### config.mk
export PLATFORM = sky130hd
export DESIGN_NAME = gen_con
export DESIGN_NICKNAME = d
export VERILOG_FILES = /design/src/rtl/gen_con.sv
export SDC_FILE = /design/constraint.sdc
export NUM_CORES = 1
export LEC_CHECK = 0
export BUFFER_PORTS_ARGS = -buffer_cell sky130_fd_sc_hd__buf_2
export CORE_MARGIN = 5
export CORE_UTILIZATION = 39
export DETAILED_ROUTE_END_ITERATION = 10
export PLACE_DENSITY = 0.55
export RECOVER_POWER = 100
export SKIP_LAST_GASP = 1
export SLEW_MARGIN = 10
export SYNTH_ARGS = -nofsm -noshare
export SYNTH_HDL_FRONTEND = slang
export SYNTH_SLANG_ARGS = --single-unit
### constraint.sdc
create_clock -name clk -period 20.3 [get_ports clk]
set_input_delay 4.06 -clock clk [delete_from_list [all_inputs] [get_ports clk]]
set_output_delay 4.06 -clock clk [all_outputs]
set_load 0.02 [all_outputs]
### src/rtl/gen_con.sv
// gen_con: general controller for a 16-bit signed keypad calculator.
//
// Builds two signed operands from decimal key presses, applies
// add/subtract/multiply when the equal key is pressed, and drives a 16-bit
// sign-magnitude display word. Bit 15 is the sign and bits 14:0 are the
// magnitude. Magnitudes are limited to 32767.
//
// Ports:
//   clk              system clock, rising edge
//   nRST             synchronous active-low reset
//   keypad_input     digit value 0-9 (10-15 ignored)
//   read_input       digit strobe, keypad_input valid while high
//   operator_input   001 negate, 010 add, 011 subtract, 100 multiply
//   equal_input      equal key (level, acted on at its rising edge)
//   complete         result valid flag, held until new entry
//   display_output   sign-magnitude value currently shown
//   tb_current_state current FSM state encoding
module gen_con (
  input  logic        clk,
  input  logic        nRST,
  input  logic [3:0]  keypad_input,
  input  logic        read_input,
  input  logic [2:0]  operator_input,
  input  logic        equal_input,
  output logic        complete,
  output logic [15:0] display_output,
  output logic [2:0]  tb_current_state
);

  typedef enum logic [2:0] {
    ENTER_A = 3'd0,
    DIGIT_A = 3'd1,
    OP_SEL  = 3'd2,
    ENTER_B = 3'd3,
    DIGIT_B = 3'd4,
    COMPUTE = 3'd5,
    DONE    = 3'd6
  } state_t;

  localparam logic [2:0] OP_NEG = 3'b001;
  localparam logic [2:0] OP_ADD = 3'b010;
  localparam logic [2:0] OP_SUB = 3'b011;
  localparam logic [2:0] OP_MUL = 3'b100;

  state_t state;
  state_t next_state;

  logic        sign_a;
  logic        sign_b;
  logic [14:0] mag_a;
  logic [14:0] mag_b;
  logic [2:0]  op_reg;
  logic [2:0]  op_prev;
  logic        eq_prev;

  logic [29:0] product;
  logic [29:0] mcand;
  logic [14:0] mplier;
  logic [3:0]  mul_count;

  logic        op_edge;
  logic        eq_edge;
  logic        digit_ok;
  logic        is_negate;
  logic        is_arith;
  logic        compute_finish;

  logic        do_digit;
  logic        do_negate;
  logic        do_op;
  logic        do_equal;

  logic        cur_sign;
  logic [14:0] cur_mag;
  logic [19:0] digit_sum;
  logic [14:0] digit_mag;

  logic signed [16:0] a_tc;
  logic signed [16:0] b_tc;
  logic signed [16:0] sum_raw;
  logic signed [16:0] sum_sat;
  logic        [16:0] sum_neg;
  logic        [15:0] addsub_word;
  logic        [14:0] mul_mag;
  logic               mul_sign;
  logic        [15:0] result_word;

  // Operator keys act only when leaving the all-zero code; equal only on 0->1.
  assign op_edge   = (op_prev == 3'b000) && (operator_input != 3'b000);
  assign eq_edge   = equal_input && !eq_prev;
  assign digit_ok  = read_input && (keypad_input <= 4'd9);
  assign is_negate = op_edge && (operator_input == OP_NEG);
  assign is_arith  = op_edge && ((operator_input == OP_ADD) ||
                                 (operator_input == OP_SUB) ||
                                 (operator_input == OP_MUL));

  // Multiply needs 15 shift-add steps before the result is final.
  assign compute_finish = (state == COMPUTE) &&
                          ((op_reg != OP_MUL) || (mul_count == 4'd15));

  // The operand being edited depends on which entry phase we are in.
  assign cur_sign  = (state == ENTER_B) ? sign_b : sign_a;
  assign cur_mag   = (state == ENTER_B) ? mag_b : mag_a;
  assign digit_sum = ({5'd0, cur_mag} * 20'd10) + {16'd0, keypad_input};
  // A digit that would overflow the magnitude is dropped.
  assign digit_mag = (digit_sum <= 20'd32767) ? digit_sum[14:0] : cur_mag;

  // Add/subtract is done in 17-bit two's complement, which cannot overflow
  // for two 15-bit magnitudes, then clamped to the displayable range.
  assign a_tc    = sign_a ? -$signed({2'b00, mag_a}) : $signed({2'b00, mag_a});
  assign b_tc    = sign_b ? -$signed({2'b00, mag_b}) : $signed({2'b00, mag_b});
  assign sum_raw = (op_reg == OP_SUB) ? (a_tc - b_tc) : (a_tc + b_tc);

  always_comb begin
    sum_sat = sum_raw;
    if (sum_raw > 17'sd32767) begin
      sum_sat = 17'sd32767;
    end else if (sum_raw < -17'sd32767) begin
      sum_sat = -17'sd32767;
    end
  end

  assign sum_neg     = -sum_sat;
  assign addsub_word = sum_sat[16] ? {1'b1, sum_neg[14:0]} : {1'b0, sum_sat[14:0]};

  // A zero product must never show a negative sign.
  assign mul_mag     = (product > 30'd32767) ? 15'h7FFF : product[14:0];
  assign mul_sign    = (sign_a ^ sign_b) && (mul_mag != 15'd0);
  assign result_word = (op_reg == OP_MUL) ? {mul_sign, mul_mag} : addsub_word;

  // State register.
  always_ff @(posedge clk) begin
    if (!nRST) begin
      state <= ENTER_A;
    end else begin
      state <= next_state;
    end
  end

  // Next-state logic and action strobes. A digit strobe takes priority
  // over any operator or equal edge arriving in the same cycle.
  always_comb begin
    next_state = state;
    do_digit   = 1'b0;
    do_negate  = 1'b0;
    do_op      = 1'b0;
    do_equal   = 1'b0;
    case (state)
      ENTER_A: begin
        if (digit_ok) begin
          do_digit   = 1'b1;
          next_state = DIGIT_A;
        end else if (is_negate) begin
          do_negate = 1'b1;
        end else if (is_arith) begin
          do_op      = 1'b1;
          next_state = OP_SEL;
        end
      end
      DIGIT_A: begin
        if (!read_input) next_state = ENTER_A;
      end
      OP_SEL: begin
        next_state = ENTER_B;
      end
      ENTER_B: begin
        if (digit_ok) begin
          do_digit   = 1'b1;
          next_state = DIGIT_B;
        end else if (eq_edge) begin
          do_equal   = 1'b1;
          next_state = COMPUTE;
        end else if (is_negate) begin
          do_negate = 1'b1;
        end else if (is_arith) begin
          do_op = 1'b1;
        end
      end
      DIGIT_B: begin
        if (!read_input) next_state = ENTER_B;
      end
      COMPUTE: begin
        if (compute_finish) next_state = DONE;
      end
      DONE: begin
        next_state = ENTER_A;
      end
      default: begin
        next_state = ENTER_A;
      end
    endcase
  end

  // Operand, operator, multiplier and display registers.
  always_ff @(posedge clk) begin
    if (!nRST) begin
      sign_a         <= 1'b0;
      sign_b         <= 1'b0;
      mag_a          <= 15'd0;
      mag_b          <= 15'd0;
      op_reg         <= 3'b000;
      op_prev        <= 3'b000;
      eq_prev        <= 1'b0;
      product        <= 30'd0;
      mcand          <= 30'd0;
      mplier         <= 15'd0;
      mul_count      <= 4'd0;
      display_output <= 16'd0;
      complete       <= 1'b0;
    end else begin
      op_prev <= operator_input;
      eq_prev <= equal_input;

      if (do_digit) begin
        if (state == ENTER_B) mag_b <= digit_mag;
        else                  mag_a <= digit_mag;
        display_output <= {cur_sign && (digit_mag != 15'd0), digit_mag};
        complete       <= 1'b0;
      end

      if (do_negate) begin
        if (state == ENTER_B) sign_b <= ~sign_b;
        else                  sign_a <= ~sign_a;
        display_output <= {~cur_sign && (cur_mag != 15'd0), cur_mag};
        complete       <= 1'b0;
      end

      if (do_op) begin
        op_reg <= operator_input;
      end

      if (state == OP_SEL) begin
        sign_b         <= 1'b0;
        mag_b          <= 15'd0;
        display_output <= 16'd0;
      end

      if (do_equal) begin
        product   <= 30'd0;
        mcand     <= {15'd0, mag_a};
        mplier    <= mag_b;
        mul_count <= 4'd0;
      end

      if ((state == COMPUTE) && (op_reg == OP_MUL) && (mul_count != 4'd15)) begin
        product   <= product + (mplier[0] ? mcand : 30'd0);
        mcand     <= mcand << 1;
        mplier    <= mplier >> 1;
        mul_count <= mul_count + 4'd1;
      end

      if (compute_finish) begin
        display_output <= result_word;
        complete       <= 1'b1;
      end

      if (state == DONE) begin
        sign_a <= 1'b0;
        sign_b <= 1'b0;
        mag_a  <= 15'd0;
        mag_b  <= 15'd0;
      end
    end
  end

  assign tb_current_state = state;

endmodule

==> metrics.md, run 1 <==
| Metric | Value |
|---|---|
| Run status | `finished, violations left` |
| Failing checks | `capacitance limit, slew limit` |
| CTS max path bufs | `2` |
| Count of nets after finishing | `1576` |
| Distinct cell type count after synthesis | `79` |
| Clock net sink count | `138` |
| Shortest period the worst path allows | `8.953 ns` |
| Maximum number of pins on one net before global-route repair | `81` |
| Fraction of the yosys area taken by sequential cells | `24.05%` |
| Max-cap viol count | `3` |
| Total of flip-flops plus latches after synthesis | `138` |
| Biggest fanout along the worst timing path | `32` |
| Number of antenna diodes | `0` |
| Top flop regs | `mcand: 30 flops, product: 30 flops, display_output: 16 flops` |
| RD Place Congestion | `0.9187` |
| Io pins | `31` |
| HPWL reported at the end of detailed placement | `26.21 mm` |
| Total iterations of the first detailed-routing run | `5` |
| Dominant synthesized flop cell | `dfxtp_1` |
| Residual DRC count | `0` |
| CP Launch Type | `input pin` |
| Leading area contributor after synthesis | `dfxtp_1` |
| Measured slew at the worst slew-check pin | `2.599 ns` |
| Arrival time worst endpoint | `9.24 ns` |
| Row count | `62` |
| Post-CTS setup-driven buffer insertion count | `0` |
| Unrepaired setup endpoints after global routing | `no` |
| Area share of the largest cell type after synthesis | `24.05%` |
| Clock edge transition at the registers on the reported setup and hold paths | `0.07 ns` |
| H-tree depth reported by CTS | `4` |
| Antenna Nets Post-Route | `0` |
| Count of flip-flops with a built-in enable after synthesis | `0` |
| Total congestion overflow | `0` |
| Drt first-iter violations | `974` |
| Setup TNS | `0 ns` |
| DR vias/cell | `5.767` |
| Area Growth Syn to Fin | `7.417%` |
| Worst rel slew slack | `-73.26%` |
| Insertion delay of the later-clocked pin in the worst-skew pair | `0.44 ns` |
| Highest attainable clock frequency | `111.7 MHz` |
| Number of setup violations in the final report | `0` |
| Main area contributors after synthesis | `dfxtp_1, ha_1, nor2_1` |
| Tcrit/Tclk final | `44.10%` |
| Async SR Flop Fraction | `0%` |
| Total length of routed wires | `34.91 mm` |
| Antenna violations before repair | `0` |
| Vias in the first global route | `10.16k` |
| Cell Area, Synth | `11490 µm²` |
| Wire length of the first global-routing pass | `55.60 mm` |
| DP Cell Count | `1852` |
| Clk_skew | `0.01586 ns` |
| Class of the tightest hold or removal check | `flip-flop to flip-flop` |
| Crit Path Category | `input pin to flip-flop` |
| Number of failing hold endpoints at the final stage | `0` |
| Net Count, Synth | `1598` |
| Total vias in the final route | `10.86k` |
| Die area | `32990 µm²` |
| Core outline area | `28860 µm²` |
| Global routing usage summed across all routing layers | `20.67%` |
| Nature of the critical path endpoint | `flip-flop` |
| Power density relative to cell area | `138.5 nW/µm²` |
| Syn Inst Count | `1509` |
| Worst voltage drop across the vdd grid | `0.1381 mV` |
| Fraction of layout instances using a drive strength above 1 | `5.737%` |
| Root buffer selected by CTS | `clkbuf_16` |
| Leakage | `4.902 nW` |
| Total CTS buffers | `17` |
| Hold slack final | `0.4696 ns` |
| DIE HEIGHT | `181.6 µm` |
| Final std cells w/o fill | `1883` |
| Number of gates given a new drive strength after cts | `0` |
| Ys Warns | `0` |
| Final-report max-slew violation count | `92` |
| Worst path required time | `20.59 ns` |
| Die span in x | `181.6 µm` |
| Avg Synthesized Cell Area | `7.613 µm²` |
| Initial standard-cell utilization of the core | `39.81%` |
| Count of port buffers added during placement | `30` |
| Post-CTS Hold Fix Bufs | `0` |
| Wirelength per Cell | `18.54 µm` |
| Total chip power | `1.709 mW` |
| TritonCTS clock tree | `done` |
## placed cells by master (no fill, tap or decap), types with 35 or more instances in the layout
master and count:
nor2_1 204, a211oi_1 48, a21oi_1 112, o21ai_0 86
xnor2_1 60, nand2_1 140, dfxtp_1 138, a22oi_1 39
inv_1 37, mux2i_1 56, ha_1 74, xor2_1 42
and2_1 35
## final timing paths
path | from | slack [ns] | to | depth (start not counted)
max | keypad_input[2] | 11.35 | product[15]$_SDFFE_PN0P_ | 9
min | mul_count[3]$_SDFFE_PN0P_ | 0.47 | mul_count[3]$_SDFFE_PN0P_ | 1
max reg2reg | sign_b$_SDFFE_PP0P_ | 12.14 | display_output[12]$_SDFFE_PN0P_ | 31
min reg2reg | mul_count[3]$_SDFFE_PN0P_ | 0.47 | mul_count[3]$_SDFFE_PN0P_ | 1
## metal layers
layer,track usage [%],vias up,routed length (µm)
li1,-,5436,-
met1,27.31,5129,16070
met2,34.80,230,16530
met3,3.301,64,1440
met4,6.094,0,873
met5,0,-,0
## report_power, final
group	total [mW]	internal, mW	switching (mW)
clock network	0.287	0.157	0.130
logic	1.10	0.384	0.714
registers	0.324	0.290	0.0349
## per-stage QoR
stage                     utilization, %  worst slack [ns]  area [µm²]
final                              42.76             11.35       12340
after global routing               42.76             10.89       12340
after CTS                          42.95             12.27       12400
after detailed placement           41.12             12.27       11870
after global placement             41.12             12.51       11870
after floorplan                        -             13.47       11490
## cell type report
| cell class | count | area [µm²] |
|---|---|---|
| clock buffer | 19 | 432.9 |
| clock inverter | 12 | 95.09 |
| fill | 3039 | 16520 |
| inverter | 38 | 142.6 |
| multi-input combinational | 1246 | 8197 |
| sequential | 138 | 2763 |
| tap | 384 | 480.5 |
| timing repair buffer | 46 | 230.2 |
## cells by family after synthesis
kind of cell	Yosys count	share of synthesized area (%)
muxes	58	5.075
adders and majority gates	79	8.843
AOI/OAI and AO/OA	445	26.12
xor gates and xnor gates	105	8.266
buffers and inverters	125	4.672
DFF	138	24.05
and+or+nand+nor	559	22.98
## critical path, stage by stage
cell and delay (ns):
clkbuf_1 0.12, o21ai_0 0.26, and2_0 0.43, nor3_2 0.21, clkbuf_1 1.86, nor2_1 1.12, clkbuf_1 0.73, a22oi_1 0.35
nor2_1 0.06
## Yosys cell counts (all sizes together) (6+ instances only)
cell,instances
o211ai,18
nand4,19
a211o,6
nor4,18
o221ai,17
nor3b,7
a211oi,48
xnor2,60
a22oi,39
buf,18
o31ai,10
a21o,23
nor2b,10
nor2,204
and2,38
a21oi,112
o21a,20
nor3,31
nand2b,15
nand3,28
o21ai,89
inv,38
clkbuf,69
or3,16
xor2,44
dfxtp,138
or2,9
mux2i,56
nand2,140
a31oi,15
or4,6
o41ai,6
ha,74
No activity file was read; power rests on OpenSTA's default activity.
==> inputs of run 2 (changes only) <==
Settings changed: ABC_AREA set to 1, PLACE_DENSITY 0.55 to 0.57.
Clock period 20.3 ns to 8.16 ns, I/O delays scaled along.
==> run 2 against run 1 <==
- the flow still finishes with violations (capacitance limit, slew limit)
- via count increased by 19%
- clock skew grew 0.0027 ns
- power grew to 3.8 times the previous value
- sequential share of layout area is 1.2 points lower
==> metrics.md, run 2 <==
| Metric | Value |
|---|---|
| Run status | `finished, violations left (unchanged)` |
| Failing checks | `capacitance limit, slew limit (unchanged)` |
| Dominant synthesized flop cell | `dfxtp_1 (unchanged)` |
| Ys Warns | `0 (unchanged)` |
| Clk_skew | `0.01857 ns (was 0.01586 ns)` |
| H-tree depth reported by CTS | `4 (unchanged)` |
| Number of failing hold endpoints at the final stage | `0 (unchanged)` |
| Top-count cell post-synth | `nand2_1 (was nor2_1)` |
| Wire length of the first global-routing pass | `63.46 mm (was 55.60 mm)` |
| Tcrit/Tclk final | `88.87%` |
| DIE HEIGHT | `185.6 µm (was 181.6 µm)` |
| Post-CTS setup-driven buffer insertion count | `0 (unchanged)` |
| Fraction of the yosys area taken by sequential cells | `22.98% (was 24.05%)` |
| Number of setup violations in the final report | `0 (unchanged)` |
| Async SR Flop Fraction | `0% (unchanged)` |
| Setup TNS | `0 ns (unchanged)` |
| Slowest stage delay, CP | `1.01 ns (was 1.86 ns)` |
| Antenna Nets Post-Route | `0 (unchanged)` |
| Worst voltage drop across the vdd grid | `0.4754 mV (was 0.1381 mV)` |
| Main area contributors after synthesis | `dfxtp_1, nand2_1, inv_1 (was dfxtp_1, ha_1, nor2_1)` |
| Total chip power | `6.457 mW (was 1.709 mW)` |
| Worst Reg-to-Reg Cells | `29 (was 31)` |
| Drt first-iter violations | `964 (was 974)` |
| TritonCTS clock tree | `done (unchanged)` |
| Total iterations of the first detailed-routing run | `5 (unchanged)` |
| Number of antenna diodes | `0 (unchanged)` |
| Vias in the first global route | `11.72k (was 10.16k)` |
| Worst rel slew slack | `-43.06% (was -73.26%)` |
| Top flop regs | `mcand: 30 flops, product: 30 flops, display_output: 16 flops (unchanged)` |
| Insertion delay of the later-clocked pin in the worst-skew pair | `0.43 ns (was 0.44 ns)` |
| Post-CTS Hold Fix Bufs | `0 (unchanged)` |
| Most common cell after layout, fill and taps aside | `nand2_1 (was nor2_1)` |
| Total of flip-flops plus latches after synthesis | `138 (unchanged)` |
| Number of gates given a new drive strength after cts | `0 (unchanged)` |
| Hold-critical path depth | `2 (was 1)` |
| Final-report max-slew violation count | `110 (was 92)` |
| Nature of the critical path endpoint | `flip-flop (unchanged)` |
| Count of flip-flops with a built-in enable after synthesis | `0 (unchanged)` |
| Area share of the largest cell type after synthesis | `22.98% (was 24.05%)` |
| Clock edge transition at the registers on the reported setup and hold paths | `0.07 ns (about the same)` |
| Final std cells w/o fill | `2426 (was 1883)` |
| Slack of the worst reg-to-reg path | `0.91 ns (was 12.14 ns)` |
| Power density relative to cell area | `494.6 nW/µm² (was 138.5 nW/µm²)` |
| Root buffer selected by CTS | `clkbuf_16 (unchanged)` |
| Die span in x | `185.6 µm (was 181.6 µm)` |
| Row count | `64 (was 62)` |
| Most numerous cell types in the synthesized netlist | `nand2_1, inv_1, nor2_1, a21oi_1, dfxtp_1 (was nor2_1, nand2_1, dfxtp_1, a21oi_1, o21ai_0)` |
| Cell Area, Synth | `12020 µm² (was 11490 µm²)` |
| Highest attainable clock frequency | `137.9 MHz` |
| Area Growth Syn to Fin | `8.586% (was 7.417%)` |
| Syn Inst Count | `2019 (was 1509)` |
| Total vias in the final route | `12.92k (was 10.86k)` |
| RD Place Congestion | `0.9453 (was 0.9187)` |
| Arrival time worst endpoint | `7.60 ns (was 9.24 ns)` |
| Avg Synthesized Cell Area | `5.955 µm² (was 7.613 µm²)` |
| Crit Path Category | `flip-flop to flip-flop (was input pin to flip-flop)` |
| Leading area contributor after synthesis | `dfxtp_1 (unchanged)` |
| Leading cell types in the layout, fill and taps excluded | `nand2_1, inv_1, nor2_1, a21oi_1, dfxtp_1 (was nor2_1, nand2_1, dfxtp_1, a21oi_1, o21ai_0)` |
| Wirelength per Cell | `16.61 µm (was 18.54 µm)` |
| Clock net sink count | `138 (unchanged)` |
| Total CTS buffers | `17 (unchanged)` |
| Count of nets after finishing | `2106 (was 1576)` |
| DP Cell Count | `2394 (was 1852)` |
| Fraction of layout instances using a drive strength above 1 | `4.828% (was 5.737%)` |
| CP max stage cell | `o21ai_0 (was clkbuf_1)` |
| Count of port buffers added during placement | `30 (unchanged)` |
| Worst path required time | `8.51 ns (was 20.59 ns)` |
| CP Launch Type | `flip-flop (was input pin)` |
| Initial standard-cell utilization of the core | `39.41% (was 39.81%)` |
| Total congestion overflow | `0 (unchanged)` |
| Shortest period the worst path allows | `7.252 ns` |
| Residual DRC count | `0 (unchanged)` |
| Core outline area | `30510 µm² (was 28860 µm²)` |
| Net Count, Synth | `2108 (was 1598)` |
| Total length of routed wires | `40.30 mm (was 34.91 mm)` |
| HPWL reported at the end of detailed placement | `31.65 mm (was 26.21 mm)` |
| Biggest fanout along the worst timing path | `33 (was 32)` |
| Max-cap viol count | `2 (was 3)` |
| Unrepaired setup endpoints after global routing | `no (unchanged)` |
| Antenna violations before repair | `2 (was 0)` |
| Distinct cell type count after synthesis | `51 (was 79)` |
| Maximum number of pins on one net before global-route repair | `66 (was 81)` |
| Most common cell type on the critical path | `nand2_1 (was clkbuf_1)` |
| Measured slew at the worst slew-check pin | `2.144 ns (was 2.599 ns)` |
| Io pins | `31 (unchanged)` |
| Global routing usage summed across all routing layers | `23.05% (was 20.67%)` |
| DR vias/cell | `5.326 (was 5.767)` |
| Die area | `34440 µm² (was 32990 µm²)` |
| Class of the tightest hold or removal check | `flip-flop to flip-flop (unchanged)` |
| CTS max path bufs | `2 (unchanged)` |
| Leakage | `6.598 nW (was 4.902 nW)` |
| Total of fill cells in the finished design | `3352 (was 3039)` |
run 2: path summary, 6_finish.rpt:
check                                        start                              end
setup / recovery  tb_current_state[1]$_SDFFE_PN0P_  display_output[15]$_SDFFE_PN0P_
hold reg to reg             mcand[29]$_SDFFE_PN0P_           mcand[29]$_SDFFE_PN0P_
setup reg to reg  tb_current_state[1]$_SDFFE_PN0P_  display_output[15]$_SDFFE_PN0P_
hold / removal              mcand[29]$_SDFFE_PN0P_           mcand[29]$_SDFFE_PN0P_
run 2: per-stage QoR:
| step | cell area (µm²) | utilization, % | hold WS, ns | worst slack, ns |
|---|---|---|---|---|
| finish | 13060 | 42.79 | 0.4710 | 0.9079 |
| global route | 13060 | 42.79 | 0.4928 | 0.2493 |
| CTS | 13120 | 42.99 | 0.4730 | 1.197 |
| detailed placement | 12500 | 40.99 | 0.4551 | 1.238 |
| global placement | 12500 | 40.99 | 0.4505 | 1.446 |
| floorplan | 12020 | - | 0.4410 | 2.339 |
run 2: cell families (layout without fill, tap and decap cells):
kind of cell	count (synthesis)	count (layout)	share of synthesized area, %
flip-flops	138	138	22.98
buffers and inverters	352	363	11.21
AO/OA/AOI/OAI	416	416	18.98
AND/OR/NAND/NOR	987	987	34.90
XOR/XNOR	48	48	3.559
adder cells (fa/ha/maj)	78	78	8.367
run 2: report_power, final:
group | leakage [nW] | internal (mW) | switching (mW)
Combinational | 5.18 | 1.52 | 3.30
Clock | 0.299 | 0.486 | 0.337
Sequential | 1.12 | 0.740 | 0.0750
Total | 6.60 | 2.74 | 3.72
run 2: area by class of cell:
class,count,area (µm²),share of cell area [%]
clock buffers,17,425.4,3.259
inverters,289,1086,8.319
well taps,396,495.5,3.795
clock inverters,15,186.4,1.428
repair buffers,42,212.7,1.629
multi-input cells,1529,7886,60.41
flip-flops and latches,138,2763,21.16
run 2: worst max-delay path: cells and delay by family (launching register included):
family,cells,cell delay [ns]
AOI/OAI and AO/OA,3,1.91
adders and majority gates,3,1.20
buffers and inverters,2,0.69
DFF,1,0.41
and+or+nand+nor,21,2.93
run 2: layer usage:
metal	part of all wire (%)	vias to the layer above	track usage (%)
met5	0.067	-	0
met4	2.9	4	7.403
met3	5.1	67	3.674
met2	44	333	36.56
met1	47	5913	32.15
li1	-	6604	-
==> inputs of run 3 (changes only) <==
Settings changed: ABC_AREA 1 to unset, CORE_UTILIZATION 39 to 58, PLACE_DENSITY 0.57 to 0.79.
==> run 3 against run 2 <==
- the run still ends with capacitance limit, slew limit left
- critical endpoint is now display_output[12]$_SDFFE_PN0P_
- via count decreased by 13%
- cell area decreased by 5.7%
- first-iteration DRC count increased by 20%
- core utilization increased by 20 points
==> metrics.md, run 3 (synthesized netlist as in run 1, its figures left out) <==
| Metric | Value |
|---|---|
| Combinational power share | `62.4% (was 74.6%)` |
| Cell family with the largest share of critical-path delay | `compound AO/OA/AOI/OAI gates (was simple AND/OR/NAND/NOR gates)` |
| Most common cell after layout, fill and taps aside | `nor2_1 (was nand2_1)` |
| Class of the tightest hold or removal check | `flip-flop to flip-flop (unchanged)` |
| Leakage | `4.961 nW (was 6.598 nW)` |
| Leading cell types in the layout, fill and taps excluded | `nor2_1, nand2_1, dfxtp_1, a21oi_1, o21ai_0 (was nand2_1, inv_1, nor2_1, a21oi_1, dfxtp_1)` |
| Vias in the first global route | `10.52k (was 11.72k)` |
| Count of nets after finishing | `1572 (was 2106)` |
| Worst voltage drop across the vdd grid | `0.4197 mV (was 0.4754 mV)` |
| Number of setup violations in the final report | `0 (unchanged)` |
| Multi-input gate area in the final layout | `8224 µm² (was 7886 µm²)` |
| Row count | `51 (was 64)` |
| Die area | `22720 µm² (was 34440 µm²)` |
| Count of port buffers added during placement | `30 (unchanged)` |
| Number of failing hold endpoints at the final stage | `0 (unchanged)` |
| Worst path required time | `8.45 ns (was 8.51 ns)` |
| Root buffer selected by CTS | `clkbuf_16 (unchanged)` |
| Crit Path Category | `flip-flop to flip-flop (unchanged)` |
| Clk_skew | `0.008125 ns (was 0.01857 ns)` |
| Switching component of the power | `2.170 mW (was 3.715 mW)` |
| Switching power share of the total | `49.16% (was 57.54%)` |
| Worst setup slack after placement | `0.7699 ns (was 1.238 ns)` |
| Power share of the clock group | `19.4% (was 12.8%)` |
| Sequential group share of total power | `18.2% (was 12.6%)` |
| Number of antenna diodes | `0 (unchanged)` |
| Clock edge transition at the registers on the reported setup and hold paths | `0.06 ns (was 0.07 ns)` |
| H-tree depth reported by CTS | `4 (unchanged)` |
| Total of fill cells in the finished design | `1725 (was 3352)` |
| Unrepaired setup endpoints after global routing | `no (unchanged)` |
| CP Launch Type | `flip-flop (unchanged)` |
| Sequential cell area | `2763 µm² (unchanged)` |
| Final-report max-slew violation count | `117 (was 110)` |
| Die span in x | `150.7 µm (was 185.6 µm)` |
| Core outline area | `19460 µm² (was 30510 µm²)` |
| Top flop regs | `mcand: 30 flops, product: 30 flops, display_output: 16 flops (unchanged)` |
| DIE HEIGHT | `150.7 µm (was 185.6 µm)` |
| Post-CTS setup-driven buffer insertion count | `0 (unchanged)` |
| RD Place Congestion | `0.9487 (was 0.9453)` |
| Slack of the critical path | `0.5830 ns (was 0.9079 ns)` |
| Global routing usage summed across all routing layers | `28.93% (was 23.05%)` |
| Nature of the critical path endpoint | `flip-flop (unchanged)` |
| TritonCTS clock tree | `done (unchanged)` |
| Max-cap viol count | `3 (was 2)` |
| DR vias/cell | `6.374 (was 5.326)` |
| Wirelength per Cell | `18.63 µm (was 16.61 µm)` |
| Residual DRC count | `0 (unchanged)` |
| Failing checks | `capacitance limit, slew limit (unchanged)` |
| Total iterations of the first detailed-routing run | `8 (was 5)` |
| Biggest fanout along the worst timing path | `35 (was 33)` |
| Total CTS buffers | `17 (unchanged)` |
| HPWL reported at the end of detailed placement | `24.33 mm (was 31.65 mm)` |
| Total length of routed wires | `32.79 mm (was 40.30 mm)` |
| Shortest period the worst path allows | `7.577 ns (was 7.252 ns)` |
| Measured slew at the worst slew-check pin | `3.350 ns (was 2.144 ns)` |
| Area Growth Syn to Fin | `7.188% (was 8.586%)` |
| Io pins | `31 (unchanged)` |
| Arrival time worst endpoint | `7.87 ns (was 7.60 ns)` |
| Worst-path cell chain | `nand3_1, buf_4, o21ai_0, ha_1, ha_1, fa_1, a211oi_1, o21ai_0, a21oi_1, xor2_1, nor4_1, a21oi_1, o211ai_2, clkbuf_1, nand2b_1, o21ai_0, a22oi_1, nand2_1` |
| Total vias in the final route | `11.22k (was 12.92k)` |
| Antenna violations before repair | `1 (was 2)` |
| Initial standard-cell utilization of the core | `59.03% (was 39.41%)` |
| Clock net sink count | `138 (unchanged)` |
| Maximum number of pins on one net before global-route repair | `81 (was 66)` |
| Fraction of layout instances using a drive strength above 1 | `6.087% (was 4.828%)` |
| Tcrit/Tclk final | `92.86% (was 88.87%)` |
| Run status | `finished, violations left (unchanged)` |
| Antenna Nets Post-Route | `0 (unchanged)` |
| CP max stage cell | `clkbuf_1 (was o21ai_0)` |
| Drt first-iter violations | `1155 (was 964)` |
| Wire length of the first global-routing pass | `53.34 mm (was 63.46 mm)` |
| Buffers & Inverters on Critical Path | `2 (unchanged)` |
| P_int | `2.244 mW (was 2.741 mW)` |
| Power density relative to cell area | `358.5 nW/µm² (was 494.6 nW/µm²)` |
| Insertion delay of the later-clocked pin in the worst-skew pair | `0.42 ns (was 0.43 ns)` |
| Slowest stage delay, CP | `1.11 ns (was 1.01 ns)` |
| Setup TNS | `0 ns (unchanged)` |
| Worst rel slew slack | `-124.2% (was -43.06%)` |
| Most common cell type on the critical path | `o21ai_0 (was nand2_1)` |
| CTS max path bufs | `2 (unchanged)` |
| Total congestion overflow | `0 (unchanged)` |
| Highest attainable clock frequency | `132.0 MHz (was 137.9 MHz)` |
run 3: worst paths after layout:
path / start / end / slack, ns / cells past startpoint
max: tb_current_state[0]$_SDFFE_PN0P_ / display_output[12]$_SDFFE_PN0P_ / 0.58 / 18
min reg2reg: display_output[1]$_SDFFE_PN0P_ / display_output[1]$_SDFFE_PN0P_ / 0.47 / 2
max reg2reg: tb_current_state[0]$_SDFFE_PN0P_ / display_output[12]$_SDFFE_PN0P_ / 0.58 / 18
min: display_output[1]$_SDFFE_PN0P_ / display_output[1]$_SDFFE_PN0P_ / 0.47 / 2
run 3: final cells by class:
type	instances	share of cell area, %
multi-input cells	1246	66.79
flip-flops and latches	138	22.43
clock buffers	18	3.485
repair buffers	42	1.666
clock inverters	13	1.778
well taps	265	2.693
inverters	38	1.158
run 3: tightest hold or removal path, delay by kind of cell (launching register included):
kind	cells	cell delay, ns
flip-flops	1	0.32
AND/OR/NAND/NOR	2	0.12
run 3: metrics by stage:
step	util (%)	hold slack [ns]	power [mW]	cells	cell area (µm²)
after floorplan	-	0.4237	2.992	1509	11490
after global placement	60.06	0.4459	3.441	1729	11690
after detailed placement	60.06	0.4512	3.472	1729	11690
after CTS	63.39	0.4702	4.333	1760	12340
after global routing	63.27	0.4922	4.754	1760	12310
final	63.27	0.4725	4.415	1760	12310
run 3: per-layer routing:
layer  wire length (µm)  up-vias  share of wire [%]  track usage [%]
li1                   -     5422                  -                -
met1              13860     5305                 42            36.06
met3               1988      102                6.1            5.268
met5                 14        -              0.043                0
met2              15420      387                 47            48.54
met4               1510        2                4.6            13.19
run 3: power groups by stage:
stage	Combinational, mW	Clock, mW	Sequential [mW]
finish	2.75	0.858	0.804
global route	3.05	0.897	0.806
CTS	2.67	0.860	0.798
detailed placement	2.66	0	0.813
global placement	2.63	0	0.811
floorplan	2.19	0	0.798
run 3: repair_timing:
item | in CTS | in global routing
endpoints found under the hold margin | 0 | 0
hold buffers | 0 | 0
resized for setup | 0 | 3
setup endpoints to repair | 0 | 3
